==> src/rtl/scan_ctrl_pkg.sv <==
// Shared state encoding and widths for the raster-scan sequencer.
package scan_ctrl_pkg;
  localparam int CNT_W  = 4;
  localparam int ADDR_W = 8;

  typedef enum logic [1:0] {
    IDLE = 2'd0,
    SCAN = 2'd1,
    DONE = 2'd2
  } state_t;
endpackage

==> src/rtl/scan_ctrl_counter_4.sv <==
// 4-bit clear/keep counter: clear wins, keep holds, otherwise +1.
module counter_4
  import scan_ctrl_pkg::*;
(
  input  logic             clk,
  input  logic             rst,
  input  logic             clear,
  input  logic             keep,
  output logic [CNT_W-1:0] count
);
  logic [CNT_W-1:0] r_count;

  always_ff @(posedge clk or posedge rst) begin
    if (rst)         r_count <= '0;
    else if (clear)  r_count <= '0;
    else if (!keep)  r_count <= r_count + 1'b1;
  end

  assign count = r_count;
endmodule

==> src/rtl/scan_ctrl.sv <==
// Raster-scan sequencer: walks ROWS x COLS, one address beat per ack.
// All outputs decode from registered state and counter values only.
module scan_ctrl
  import scan_ctrl_pkg::*;
#(
  parameter int COLS = 16,
  parameter int ROWS = 16
) (
  input  logic              clk,
  input  logic              rst,
  input  logic              start,
  input  logic              abort,
  input  logic              ack,
  output logic              valid,
  output logic [CNT_W-1:0]  row,
  output logic [CNT_W-1:0]  col,
  output logic [ADDR_W-1:0] addr,
  output logic              last,
  output logic              busy,
  output logic              done
);
  localparam logic [CNT_W-1:0]  COL_END = CNT_W'(COLS - 1);
  localparam logic [CNT_W-1:0]  ROW_END = CNT_W'(ROWS - 1);
  localparam logic [ADDR_W-1:0] COLS_A  = ADDR_W'(COLS);

  state_t           r_state;
  state_t           w_state_nxt;
  logic             w_col_clr, w_col_keep, w_row_clr, w_row_keep;
  logic [CNT_W-1:0] w_row, w_col;
  logic             w_col_end, w_last;

  counter_4 u_col (.clk(clk), .rst(rst), .clear(w_col_clr), .keep(w_col_keep), .count(w_col));
  counter_4 u_row (.clk(clk), .rst(rst), .clear(w_row_clr), .keep(w_row_keep), .count(w_row));

  assign w_col_end = (w_col == COL_END);
  assign w_last    = w_col_end && (w_row == ROW_END);

  always_ff @(posedge clk or posedge rst) begin
    if (rst) r_state <= IDLE;
    else     r_state <= w_state_nxt;
  end

  always_comb begin
    w_state_nxt = r_state;
    w_col_clr   = 1'b0;
    w_col_keep  = 1'b1;
    w_row_clr   = 1'b0;
    w_row_keep  = 1'b1;
    case (r_state)
      IDLE: begin
        w_col_clr = 1'b1;
        w_row_clr = 1'b1;
        if (start) w_state_nxt = SCAN;
      end
      SCAN: begin
        // abort outranks ack: a beat acked alongside abort is dropped
        if (abort) begin
          w_col_clr   = 1'b1;
          w_row_clr   = 1'b1;
          w_state_nxt = IDLE;
        end else if (ack) begin
          if (w_last) begin
            w_col_clr   = 1'b1;
            w_row_clr   = 1'b1;
            w_state_nxt = DONE;
          end else if (w_col_end) begin
            w_col_clr  = 1'b1;
            w_row_keep = 1'b0;
          end else begin
            w_col_keep = 1'b0;
          end
        end
      end
      DONE: begin
        w_col_clr   = 1'b1;
        w_row_clr   = 1'b1;
        w_state_nxt = IDLE;
      end
      default: begin
        w_col_clr   = 1'b1;
        w_row_clr   = 1'b1;
        w_state_nxt = IDLE;
      end
    endcase
  end

  assign valid = (r_state == SCAN);
  assign busy  = (r_state == SCAN) || (r_state == DONE);
  assign done  = (r_state == DONE);
  assign last  = valid && w_last;
  assign row   = w_row;
  assign col   = w_col;
  assign addr  = ADDR_W'(w_row) * COLS_A + ADDR_W'(w_col);
endmodule

==> config.mk <==
export PLATFORM = sky130hd
export DESIGN_NAME = scan_ctrl
export DESIGN_NICKNAME = d
export VERILOG_FILES = /design/src/rtl/scan_ctrl_pkg.sv /design/src/rtl/scan_ctrl_counter_4.sv /design/src/rtl/scan_ctrl.sv
export SDC_FILE = /design/constraint.sdc
export NUM_CORES = 1
export LEC_CHECK = 0
export ABC_AREA = 1
export CORE_MARGIN = 8
export CORE_UTILIZATION = 40
export DETAILED_ROUTE_END_ITERATION = 6
export PLACE_DENSITY = 0.72
export SLEW_MARGIN = 0
export SYNTH_ARGS = -nofsm -noshare
export SYNTH_HDL_FRONTEND = slang
export SYNTH_HIERARCHICAL = 1
export SYNTH_SLANG_ARGS = --single-unit
export TNS_END_PERCENT = 5
==> constraint.sdc <==
create_clock -name clk -period 1.9 [get_ports clk]
set_input_delay 0.38 -clock clk [delete_from_list [all_inputs] [get_ports clk]]
set_output_delay 0.38 -clock clk [all_outputs]
set_load 0.05 [all_outputs]
Word-level counts from Yosys, hierarchy flattened --
Cells that the tools add are included.
Word-level totals: output and inout port bits 20, logic and storage cells 46, bits in registers 10, input bits 5
Operators by class: reduce and logical (&&, ||, !) cells 5, multiplexer cells 26, $add $sub $neg 3, equality and inequality tests 9
Operator list (number):
- 2-to-1 mux 1 bit | 17
- 2-to-1 mux 4 bit | 4
- adder 4 x 1 -> 4 bit, second input constant | 2
- adder 8 x 4 -> 8 bit | 1
- equality test 4 bit, second input constant | 2
- 2-to-1 mux 2 bit | 4
- != test 2 x 1 -> 1 bit, second input constant | 2
- case mux 2 bit (2 select lines) | 1
- != test 3 x 2 -> 1 bit, second input constant | 1
- != test 3 bit, second input constant | 1
- AND reduction 3 bit | 1
- equality test 2 x 1 -> 1 bit, second input constant | 1
- equality test 2 bit, second input constant | 1
- logical AND 1 bit | 2
- zero test 2 bit | 1
- != test 2 bit, second input constant | 1
- logical OR 1 bit | 1

Logic depth before layout (Yosys ltp) --
word-level depth 8, gate-level depth with buffers 11, gate-level depth less buffers 11

By module --
The synthesis kept the hierarchy.
Modules (own cells, without submodules):
- counter_4 | area an instance 207.7 µm², cells each 26, sequential area each 100.1 µm², times used 2
- scan_ctrl | area an instance 314.1 µm², cells each 44, sequential area each 50.0 µm², times used 1

Least setup slack after synthesis --
No wires, ideal clock.
kind register to output, start point register r_state[1], end point output last, path buffers 0, path slack -0.706 ns, cell stages (with the launch flop) 5, data required time 1.520 ns, arrival time 2.226 ns, cells stage by stage dfrtp_1 inv_1 ha_1 inv_1 nor3_1
On the way: longest elaborated chain between the ends 2
RTL lines:
- start: declaration | line scan_ctrl.sv:26 | state_t r_state;
- start signal: assignment | line scan_ctrl.sv:40 | else r_state <= w_state_nxt;
- equality test 2 x 1 -> 1 bit | line scan_ctrl.sv:87 | assign valid = (r_state == SCAN);
- net valid | line scan_ctrl.sv:14 | output logic valid,
- logical AND 1 bit | line scan_ctrl.sv:90 | assign last = valid && w_last;
- end: declaration | line scan_ctrl.sv:18 | output logic last,
The timed path passes the listed nets, and every way through them passes these cells.

Final worst setup path --
start point register r_state[1], end point output last
On the way: longest elaborated chain between the ends 2
RTL lines (line):
- equality test 2 x 1 -> 1 bit | scan_ctrl.sv:87
- logical AND 1 bit | scan_ctrl.sv:90
Every way passes these cells.

==> results.md <==
- Crit. End Element: output pin
- Most used cell, CP: inv_1
- Mean Syn Cell Area: 7.60 um^2
- Port Buffer Count: 24
- Drt drc: 0
- Worst path required time: 1520 ps
- Period minus WS final: 1790 ps
- Initial Utilization: 0.422
- Net count, final: 129
- Final Hold Slack: 312 ps
- R2R setup slack: 260 ps
- Initial DRC count: 14
- Root Buffer: clkbuf_4
- Final setup fails: 0
- CTS clk-pin slew, worst paths: 70 ps
- Yosys cell types: 19
- Share of layout cells above drive strength 1: 0.350
- Post-Layout Cell Count: 142
- Setup TNS: 0 ps
- Fmax: 0.558 GHz
- Finished Core Util: 0.582
- Post-Syn Area: 729 um^2
- Crit path arrival time: 1410 ps
- Crit path max-delay cell type: dfrtp_1
- Slew @ Worst Pin: 203 ps
- Final hold viol count: 0
- Pre-CTS setup slack: 195 ps
- Max FO, Critical Path: 3
- Total Power: 0.974 mW
- CTS tree: done
- Die Y: 58.7 um
- CP Class: reg -> out
- Final worst slack: 109 ps
- Cells along the critical path: inv_1 -> ha_2 -> inv_1 -> nor3_4 -> buf_12
- Combinational share of power: 0.525
- Clock power share: 0.201
- Max Buffers Root-to-Sink: 2
- Global router's overall resource usage: 0.100
- Antenna Violating Nets Remaining: 0
- VDD IR-drop max: 724 uV
- Startpoint types: register
- Rows: 15
- Multi-input gate area: 360 um^2
- Clk_skew: 2.11 ps
- DRT Pass-1 Iters: 4
- WP buf/inv: 3
- Synth Instances: 96
- Die span in x: 58.7 um
- Placed Area: 957 um^2
- Outcome: finished clean
- Max Cap Viol: 0
- Most common cell after layout, fill and taps aside: inv_1
- Layout fillers: 162
- Flops & latches, synth: 10
- # hold bufs at CTS: 0
- Vias in the first global route: 681
- Top delay family on crit path: flip-flops
- Most frequent cells in the layout: inv_1, nand2_1, buf_4
- Hpwl dp: 1.34 mm
- Cell count after placement: 137
- Worst path max stage delay: 400 ps
- Post-route cell area: 1000 um^2
- Final period util: 0.943
- Unrepaired setup endpoints after global routing: false
- Reg power frac: 0.274
- First-pass GRT wire length: 2.80 mm
- Register area share after synthesis: 0.343
- Area delta synth->final: 37.7%
- DR vias/cell: 4.77
- Drt total wl: 1.60 mm
- WL/cell: 11.2 um
- CTS Sinks: 10
- Pin count of the biggest net entering global routing: 9
- Core area: 1730 um^2
- Syn_nets: 107
- Diode count: 0
- Sw Pwr: 0.435 mW
- Clk Latency, worst-skew pair: 270 ps
- Sw Ratio: 0.446
- Internal power: 0.539 mW
- Die Area: 3450 um^2
- Boundary Pins: 25
- Final GP Congestion: 0.878
- Fin. max-slew vios: 0
- Slew HR: 0.864
- Sequential cell area: 254 um^2
- Htree depth: 1
- Via count: 677
- GR Overflow Total: 0
- Initial antenna violation count: 0
- Class of the worst hold path: in -> async
- Synthesis Warnings: 6
- Power Density: 970 nW/um^2
- Leakage power of the design: 0.550 nW
- Total CTS buffers: 3
cell type report:
| cell class | count | share of cell area |
|---|---|---|
| clock buffer | 4 | 0.0361 |
| inverter | 20 | 0.0747 |
| multi-input combinational | 58 | 0.359 |
| sequential | 10 | 0.253 |
| tap | 25 | 0.0311 |
| timing repair buffer | 25 | 0.247 |
power by group through the flow:
stage	Clock, mW	Combinational, mW	Sequential (mW)
final	0.196	0.511	0.267
after global routing	0.213	0.547	0.272
after CTS	0.199	0.518	0.267
after detailed placement	0	0.516	0.272
after global placement	0	0.507	0.272
after floorplan	0	0.319	0.302
synthesized netlist by cell type (all sizes together):
library cell,instances,area (um^2)
nor2,5,28.8
a21oi,6,30.0
nand2,21,93.8
nor3,3,15.0
nand4,4,25.0
buf,8,60.1
o21ai,2,13.8
dfrtp,10,250
ha,6,75.1
nand3,9,50.1
and3,2,12.5
inv,20,75.1
registers in the layout, indices dropped and copies added, names as in the netlist:
name         cells
u_row/count      4
r_state          2
u_col/count      4
final timing paths:
kind | start | endpoint | cells past startpoint
max in group asynchronous | rst | u_row/count[0] | 2
min reg2reg | u_row/count[0] | u_row/count[0] | 1
max | r_state[1] | last | 5
min in group clk | u_row/count[0] | u_row/count[0] | 1
max reg2reg | r_state[1] | u_row/count[3] | 11
min | rst | r_state[1] | 2
cell families (layout without fill, tap and decap cells):
family | Yosys count | count (layout) | share of synthesized area
AND/OR/NAND/NOR | 44 | 44 | 0.309
buffers and inverters | 28 | 49 | 0.185
AO/OA/AOI/OAI | 8 | 8 | 0.0600
adder cells (fa/ha/maj) | 6 | 6 | 0.103
flip-flops | 10 | 10 | 0.343
routing by layer:
metal	vias to the layer above	part of all wire	track usage
li1	338	-	-
met1	316	0.46	0.118
met2	21	0.46	0.164
met3	2	0.076	0.0326
met4	0	0.0094	0.0410
met5	-	0	0
repair_timing:
action / in CTS / in global routing
setup endpoints to repair: 0 / 1
gates resized for setup: 0 / 2
setup buffers: 0 / 1
(Power assumes the default switching activity.)
